`config.mk`:
```
export PLATFORM = sky130hd
export DESIGN_NAME = weight_programmer
export DESIGN_NICKNAME = d
export VERILOG_FILES = /design/src/rtl/weight_programmer.sv
export SDC_FILE = /design/constraint.sdc
export NUM_CORES = 1
export LEC_CHECK = 0
export BUFFER_PORTS_ARGS = -buffer_cell sky130_fd_sc_hd__buf_2
export CORE_MARGIN = 1
export CORE_UTILIZATION = 45
export DETAILED_ROUTE_END_ITERATION = 16
export PLACE_DENSITY_LB_ADDON = 0.15
export SLEW_MARGIN = 20
export SYNTH_ARGS = -nofsm -noshare
export SYNTH_HDL_FRONTEND = slang
export SYNTH_SLANG_ARGS = --single-unit
```
`constraint.sdc`:
```
create_clock -name clk -period 2.1 [get_ports clk]
set_clock_uncertainty 0.2 [all_clocks]
set_input_delay 0.42 -clock clk [delete_from_list [all_inputs] [get_ports clk]]
set_output_delay 0.42 -clock clk [all_outputs]
set_load 0.05 [all_outputs]
```
`src/rtl/weight_programmer.sv`:
```
// Streams N*N weight words into the matrix write bus, one per (s,d) pair,
// with optional per-pair readback compare and mismatch statistics.
`ifndef WEIGHT_ADDR_MASK
`define WEIGHT_ADDR_MASK 8'hA5
`endif

module weight_programmer #(
  parameter int unsigned N         = 8,
  parameter logic [7:0]  ADDR_MASK = `WEIGHT_ADDR_MASK
) (
  input  logic        clk,
  input  logic        axi_rst,
  input  logic        start,
  input  logic        verify_en,
  input  logic        in_valid,
  output logic        in_ready,
  input  logic [31:0] in_data,
  output logic        wready,
  output logic [31:0] wr_addr,
  output logic [31:0] wdata,
  output logic [31:0] rd_addr,
  input  logic [31:0] rdata,
  output logic        busy,
  output logic        done,
  output logic [15:0] err_count,
  output logic [31:0] err_addr
);

  typedef enum logic [2:0] {IDLE, FETCH, WRITE, READ, CHECK, DONE} state_t;

  localparam logic [10:0] LAST = 11'(N - 1);

  state_t      state, state_nxt;
  logic [10:0] s, d;
  logic        verify;
  logic        err_seen;
  logic        advance;
  logic        last_pair;
  logic [31:0] pair_addr;

  assign pair_addr = {ADDR_MASK, d, s, 2'b00};
  assign last_pair = (s == LAST) && (d == LAST);

  always_comb begin
    state_nxt = state;
    in_ready  = 1'b0;
    wready    = 1'b0;
    busy      = 1'b1;
    done      = 1'b0;
    advance   = 1'b0;
    unique case (state)
      IDLE: begin
        busy = 1'b0;
        if (start) state_nxt = FETCH;
      end
      FETCH: begin
        in_ready = 1'b1;
        if (in_valid) state_nxt = WRITE;
      end
      WRITE: begin
        wready = 1'b1;
        if (verify) begin
          state_nxt = READ;
        end else begin
          advance   = 1'b1;
          state_nxt = last_pair ? DONE : FETCH;
        end
      end
      READ:  state_nxt = CHECK;
      CHECK: begin
        advance   = 1'b1;
        state_nxt = last_pair ? DONE : FETCH;
      end
      DONE: begin
        done      = 1'b1;
        state_nxt = IDLE;
      end
      default: state_nxt = IDLE;
    endcase
  end

  always_ff @(posedge clk) begin
    if (axi_rst) begin
      state     <= IDLE;
      s         <= '0;
      d         <= '0;
      verify    <= 1'b0;
      err_seen  <= 1'b0;
      wr_addr   <= '0;
      wdata     <= '0;
      rd_addr   <= '0;
      err_count <= '0;
      err_addr  <= '0;
    end else begin
      state <= state_nxt;
      case (state)
        IDLE: if (start) begin
          err_count <= '0;
          err_addr  <= '0;
          err_seen  <= 1'b0;
          verify    <= verify_en;
          s         <= '0;
          d         <= '0;
        end
        FETCH: if (in_valid) begin
          wdata   <= in_data;
          wr_addr <= pair_addr;
        end
        WRITE: if (verify) rd_addr <= pair_addr;
        CHECK: if (rdata != wdata) begin
          if (err_count != '1) err_count <= err_count + 16'd1;
          // Separate first-mismatch flag keeps err_addr correct even once the count saturates
          if (!err_seen) begin
            err_seen <= 1'b1;
            err_addr <= pair_addr;
          end
        end
        default: ;
      endcase
      if (advance && !last_pair) begin
        if (s == LAST) begin
          s <= '0;
          d <= d + 11'd1;
        end else begin
          s <= s + 11'd1;
        end
      end
    end
  end

endmodule

```
==> results of run 1 <==
==> power breakdown <==
group / internal (uW) / switching, uW
Clock: 1910 / 1260
Sequential: 2750 / 29.4
Combinational: 225 / 474
Total: 4880 / 1760
==> sequential cells by signal, summed over array words and instances (netlist names) <==
name / count
d: 11
err_addr: 23
err_count: 16
err_seen: 1
rd_addr: 23
s: 11
state: 3
verify: 1
wdata: 32
wr_addr: 23
==> worst max path at each step <==
stage	from	endpoint	slack [ns]	depth (start not counted)
after detailed placement	rdata[14]	err_addr[7]$_SDFFE_PP0P_	-0.50	8
after global placement	rdata[14]	err_addr[9]$_SDFFE_PP0P_	-0.46	8
after global routing	wdata[17]$_SDFFE_PP0P_	err_addr[5]$_SDFFE_PP0P_	-0.31	10
after floorplan	wdata[30]$_SDFFE_PP0P_	err_addr[10]$_SDFFE_PP0P_	-0.03	7
after CTS	wdata[17]$_SDFFE_PP0P_	err_addr[7]$_SDFFE_PP0P_	-0.20	9
final	wdata[17]$_SDFFE_PP0P_	err_addr[3]$_SDFFE_PP0P_	-0.20	10
==> final cells by class <==
| class | count | area [sq um] | share of cell area [%] |
|---|---|---|---|
| diodes | 1 | 2.502 | 0.02644 |
| clock inverters | 13 | 142.6 | 1.507 |
| multi-input cells | 614 | 3610 | 38.14 |
| repair buffers | 304 | 1972 | 20.84 |
| well taps | 184 | 230.2 | 2.433 |
| inverters | 8 | 30.03 | 0.3173 |
| clock buffers | 19 | 475.5 | 5.024 |
| flip-flops and latches | 144 | 3002 | 31.72 |
==> synthesized netlist by cell type (4+ instances only) <==
| cell | count |
|---|---|
| nand2_1 | 211 |
| and2_1 | 5 |
| and3_1 | 15 |
| o31ai_1 | 4 |
| o21ai_1 | 12 |
| a21oi_1 | 100 |
| xnor2_1 | 5 |
| nand2b_1 | 6 |
| dfxtp_1 | 144 |
| nand3_1 | 13 |
| mux2_1 | 22 |
| a31oi_1 | 7 |
| inv_1 | 7 |
| buf_2 | 6 |
| nor2_1 | 64 |
| o21ai_0 | 4 |
| nand4_1 | 7 |
| nor4_1 | 11 |
| nor3_2 | 6 |
| xor2_1 | 34 |
| nand3b_1 | 11 |
| nor3_1 | 16 |
| clkbuf_1 | 43 |
| buf_4 | 31 |
==> per-stage QoR <==
stage,util (%),instance area (sq um),std cells,power [uW]
2_1_floorplan,-,6845,848,3280
3_3_place_gp,57.92,8387,1240,3490
3_5_place_dp,57.92,8387,1240,3492
4_1_cts,63.03,9126,1275,6656
5_1_grt,65.35,9462,1286,6840
6_report,65.36,9464,1287,6639
==> timing repair <==
action                     4_1_cts  5_1_grt
pin swaps                       10       14
gates cloned                     0        4
setup endpoints to repair       44       57
buffers inserted                 3        7
resized for setup               21       47
==> worst register-to-register path, delay by kind of cell, from the launching register on <==
kind | cells | cell delay (ns)
and+or+nand+nor | 3 | 0.47
muxes | 1 | 0.30
AOI/OAI and AO/OA | 1 | 0.14
xor gates and xnor gates | 1 | 0.15
DFF | 1 | 0.35
buffers and inverters | 4 | 0.62
==> cell families after synthesis <==
| group | count (synthesis) | share of synthesized area, % |
|---|---|---|
| AOI/OAI and AO/OA | 143 | 12.11 |
| xor gates and xnor gates | 39 | 5.149 |
| adders and majority gates | 3 | 0.5659 |
| buffers and inverters | 90 | 7.091 |
| DFF | 144 | 43.46 |
| muxes | 24 | 4.036 |
| other | 1 | 0.05653 |
| and+or+nand+nor | 387 | 27.54 |
==> routing by layer <==
metal / part of all wire (%) / routed length [microns]
met2: 49 / 9799
met5: 0 / 0
met3: 6.7 / 1340
met4: 1.1 / 230
met1: 44 / 8774
==> flow_metrics.env, run 1 <==
export IMPL_cts_hold_buffers=0
export IMPL_nFillCells=1273
export IMPL_synth_main_ff_cell="dfxtp_1"
export IMPL_worstHoldPathType="primary input to flop"
export IMPL_status="finished with violations"
export IMPL_synth_cell_types=56
export IMPL_drive_gt1_share_pct=41.20
export IMPL_reg2reg_depth=10
export IMPL_ctsRootBufferMaster="clkbuf_16"
export IMPL_use_met2_pct=41.83
export IMPL_path_clk_slew_ns=0.06
export IMPL_grt_usage_pct=24.95
export IMPL_gp_congestion=0.8433
export IMPL_port_buffers=198
export IMPL_timing_rr_end="err_addr[3]$_SDFFE_PP0P_"
export IMPL_leakage_uw=0.004236
export IMPL_area_growth_pct=42.66
export IMPL_synthTopCellsByArea="dfxtp_1 (43%), nand2_1 (12%), a21oi_1 (7.5%)"
export IMPL_max_freq_ghz=0.4355
export IMPL_grt_busiest_layer="met2"
export IMPL_setup_tns_ns=-4.736
export IMPL_drcViolationCount=0
export IMPL_crit_arrival_ns=2.45
export IMPL_synthArstFlopShare_pct=0
export IMPL_place_ws_ns=-0.4985
export IMPL_final_common_cell="nand2_1"
export IMPL_holdPathEnd="wdata[30]$_SDFFE_PP0P_"
export IMPL_cpLargestDelayFamily="buffers and inverters"
export IMPL_cts_buffer_depth=2
export IMPL_start_kind="flop"
export IMPL_cts_sinks=144
export IMPL_syn_inst=831
export IMPL_grtUsageMet3_pct=4.982
export IMPL_place_hpwl_microns=13670
export IMPL_synth_edff_count=0
export IMPL_antenna_found_initial=1
export IMPL_netlist_area_sq_um=6634
export IMPL_yosysWarnings=0
export IMPL_ys_seq_area_share_pct=43.46
export IMPL_ant_nets=0
export IMPL_overflow=0
export IMPL_die_area_sq_um=15230
export IMPL_r2r_slack_ns=-0.20
export IMPL_synth_top_area_share_pct=43.46
export IMPL_htree_levels=4
export IMPL_yosys_area_top_type="dfxtp_1"
export IMPL_required_ns=2.26
export IMPL_die_y_microns=123.4
export IMPL_path_class="flop to flop"
export IMPL_setup_viol=38
export IMPL_timing_final_ws_setup_ns=-0.1960
export IMPL_num_rows=44
export IMPL_worstHoldStart="in_data[30]"
export IMPL_avgViaCountPerCell=5.169
export IMPL_placeableCoreArea_sq_um=14480
export IMPL_fin_hold_ws_ns=0.02223
export IMPL_clkLatencyLatePin_ns=0.42
export IMPL_grt_pass1_vias=5731
export IMPL_numCtsBuffers=17
export IMPL_ir_drop_mv=0.5351
export IMPL_cts_tree="yes"
export IMPL_grt_max_degree=54
export IMPL_hold_path_depth=3
export IMPL_routedWlPerCell_microns=15.65
export IMPL_min_period_ns=2.296
export IMPL_ios=217
export IMPL_grt_pass1_wl_microns=29120
export IMPL_failed_checks="setup timing"
export IMPL_slowest_delay_ns=0.35
export IMPL_die_w_microns=123.4
export IMPL_routed_wirelength_microns=20140
export IMPL_grt_use_met1_pct=31.91
export IMPL_critical_path_max_fanout=6
export IMPL_drt_pass1_iter_count=5
export IMPL_final_cell_mix="nand2_1 (209), buf_2 (193), a21oi_1 (100), dfxtp_1 (93), buf_4 (92)"
export IMPL_syn_area_per_cell_sq_um=7.983
export IMPL_drt_initial_drc_count=409
export IMPL_synth_seq_cells=144
export IMPL_crit_chain="xor2_2, nor4_2, buf_4, nand4_1, buf_6, o21ai_4, buf_12, clkbuf_16, mux2_4, nor2_1"
export IMPL_initial_core_util_pct=45.82
export IMPL_nets=1161
export IMPL_reg2reg_from="wdata[17]$_SDFFE_PP0P_"
export IMPL_p_per_area_nw_per_um2=701.5
export IMPL_worstSetupEndpointType="flop"
export IMPL_crit_buf_inv=4
export IMPL_slew_violations=0
export IMPL_grt_setup_unrepaired="yes"
export IMPL_post_route_period_util_pct=109.3
export IMPL_num_vias=6652
export IMPL_maxCapViolations=0
export IMPL_hold_viol=0
export IMPL_crit_slowest_cell="dfxtp_4"
(Power assumes the default switching activity.)
==> inputs of run 2 (changes only) <==
PLACE_DENSITY = 0.8   (was not set)
PLACE_DENSITY_LB_ADDON = not set   (was 0.15)
==> run 2 against run 1 <==
  * The run still ends with setup timing left
  * Utilization fell by 1.8 points
  * Clock power shrank 5%
  * First-iteration DRC count decreased by 3.2%
==> flow_metrics.env, run 2 (same netlist as run 1, synthesis figures left out) <==
export IMPL_status="finished with violations"
export IMPL_failed_checks="setup timing"
export IMPL_grt_usage_pct=24.87
export IMPL_path_class="flop to flop"
export IMPL_die_w_microns=123.4
export IMPL_timing_final_ws_setup_ns=-0.2757
export IMPL_worstSetupEndpointType="flop"
export IMPL_ant_nets=0
export IMPL_num_rows=44
export IMPL_initial_core_util_pct=45.82
export IMPL_regMostFlops="wdata"
export IMPL_htree_levels=4
export IMPL_timing_rr_end="err_addr[15]$_SDFFE_PP0P_"
export IMPL_hold_viol=0
export IMPL_grt_setup_unrepaired="yes"
export IMPL_drive_gt1_share_pct=38.24
export IMPL_worstHoldPathType="primary input to flop"
export IMPL_grt_pass1_wl_microns=29040
export IMPL_required_ns=2.24
export IMPL_die_y_microns=123.4
export IMPL_ctsRootBufferMaster="clkbuf_16"
export IMPL_start_kind="flop"
export IMPL_post_route_period_util_pct=113.1
export IMPL_clkLatencyLatePin_ns=0.42
export IMPL_avgViaCountPerCell=5.342
export IMPL_maxCapViolations=0
export IMPL_area_growth_pct=38.76
export IMPL_placeableCoreArea_sq_um=14480
export IMPL_drt_pass1_iter_count=5
export IMPL_die_area_sq_um=15230
export IMPL_ir_drop_mv=0.5396
export IMPL_hold_path_depth=3
export IMPL_gp_congestion=0.8904
export IMPL_cts_hold_buffers=0
export IMPL_setup_viol=38
export IMPL_grt_pass1_vias=5994
export IMPL_overflow=0
export IMPL_slew_violations=0
export IMPL_slowest_delay_ns=0.41
export IMPL_min_period_ns=2.376
export IMPL_crit_slowest_cell="nor4_1"
export IMPL_leakage_uw=0.004016
export IMPL_reg2reg_depth=8
export IMPL_drcViolationCount=0
export IMPL_ios=217
export IMPL_antenna_cells=0
export IMPL_worst_slew_pin_slew_ns=0.5269
export IMPL_final_cell_mix="nand2_1 (209), buf_2 (193), a21oi_1 (98), dfxtp_1 (91), buf_4 (81)"
export IMPL_final_common_cell="nand2_1"
export IMPL_num_vias=6795
export IMPL_crit_chain="xor2_1, nor4_1, nand4_1, buf_4, o21ai_2, buf_12, mux2_1, nor2_1"
export IMPL_total_power_uw=6461
export IMPL_cts_sinks=144
export IMPL_path_clk_slew_ns=0.06
export IMPL_cts_buffer_depth=2
export IMPL_cts_tree="yes"
export IMPL_largest_register_ffs=32
export IMPL_p_per_area_nw_per_um2=701.9
export IMPL_max_freq_ghz=0.4209
export IMPL_critical_path_max_fanout=23
export IMPL_port_buffers=198
export IMPL_drt_initial_drc_count=396
export IMPL_critPathLaunch="wdata[5]$_SDFFE_PP0P_"
export IMPL_reg2reg_from="wdata[5]$_SDFFE_PP0P_"
export IMPL_max_slew_margin_rel_pct=64.87
export IMPL_place_hpwl_microns=13870
export IMPL_nets=1147
export IMPL_routedWlPerCell_microns=15.65
export IMPL_numCtsBuffers=17
export IMPL_crit_end="err_addr[15]$_SDFFE_PP0P_"
export IMPL_routed_wirelength_microns=19910
export IMPL_fin_hold_ws_ns=0.03190
export IMPL_grt_max_degree=74
export IMPL_crit_arrival_ns=2.52
export IMPL_nFillCells=1192
export IMPL_antenna_found_initial=0
export IMPL_r2r_slack_ns=-0.28
run 2: cell count changes in the layout (fill, tap and decap cells not counted), moves of 4 or more:
cell,previous run,this run
nor4_1,5,9
nor2_1,54,61
mux2_4,18,0
buf_4,92,81
nor2_2,8,1
inv_6,5,1
clkbuf_8,0,5
nor4_2,8,3
mux2_1,4,22
run 2: worst min path at each step:
stage | to | start
2_1_floorplan | err_seen$_SDFFE_PP0P_ | err_seen$_SDFFE_PP0P_
6_report | wdata[12]$_SDFFE_PP0P_ | in_data[12]
4_1_cts | wdata[12]$_SDFFE_PP0P_ | in_data[12]
5_1_grt | wdata[12]$_SDFFE_PP0P_ | in_data[12]
3_3_place_gp | err_count[9]$_SDFFE_PP0P_ | err_count[9]$_SDFFE_PP0P_
3_5_place_dp | err_count[9]$_SDFFE_PP0P_ | err_count[9]$_SDFFE_PP0P_
run 2: repair_timing:
item                       CTS  global route
buffers inserted             2             9
setup endpoints to repair   45            50
resized for setup           14            29
pin swaps                    9            18
run 2: power breakdown:
group	internal, uW	leakage [uW]	switching, uW
Clock	1860	0.000296	1130
Sequential	2750	0.00119	27.5
Combinational	221	0.00253	468
Total	4830	0.00402	1630
run 2: worst max-delay path, delay by kind of cell, from the launching register on:
family | cells | cell delay (ns)
buffers and inverters | 2 | 0.40
AND/OR/NAND/NOR | 3 | 0.67
XOR/XNOR | 1 | 0.15
AO/OA/AOI/OAI | 1 | 0.18
flip-flops | 1 | 0.34
multiplexers | 1 | 0.35
run 2: layer usage:
layer	GRT usage, %	part of all wire, %	up-vias
li1	-	-	3251
met2	44.97	50	299
met3	6.042	7.2	40
met4	8.358	2.2	0
met5	0	0	-
met1	28.42	41	3205
run 2: metrics by stage:
| stage | instances | setup WS [ns] | area, sq um | utilization [%] | setup TNS (ns) |
|---|---|---|---|---|---|
| global placement | 1229 | -0.3350 | 8317 | 57.44 | -10.89 |
| global route | 1272 | -0.3658 | 9205 | 63.58 | -11.95 |
| floorplan | 848 | -0.03051 | 6845 | - | -0.5542 |
| detailed placement | 1229 | -0.4518 | 8317 | 57.44 | -15.39 |
| CTS | 1263 | -0.2395 | 8979 | 62.01 | -6.410 |
| finish | 1272 | -0.2757 | 9205 | 63.58 | -7.867 |
run 2: cell type report:
| class | instances | area [sq um] | share of cell area, % |
|---|---|---|---|
| multi-input cells | 614 | 3513 | 38.17 |
| flip-flops and latches | 144 | 3002 | 32.61 |
| repair buffers | 290 | 1828 | 19.86 |
| clock buffers | 25 | 526.8 | 5.722 |
| well taps | 184 | 230.2 | 2.501 |
| clock inverters | 7 | 68.82 | 0.7476 |
| inverters | 8 | 36.28 | 0.3942 |
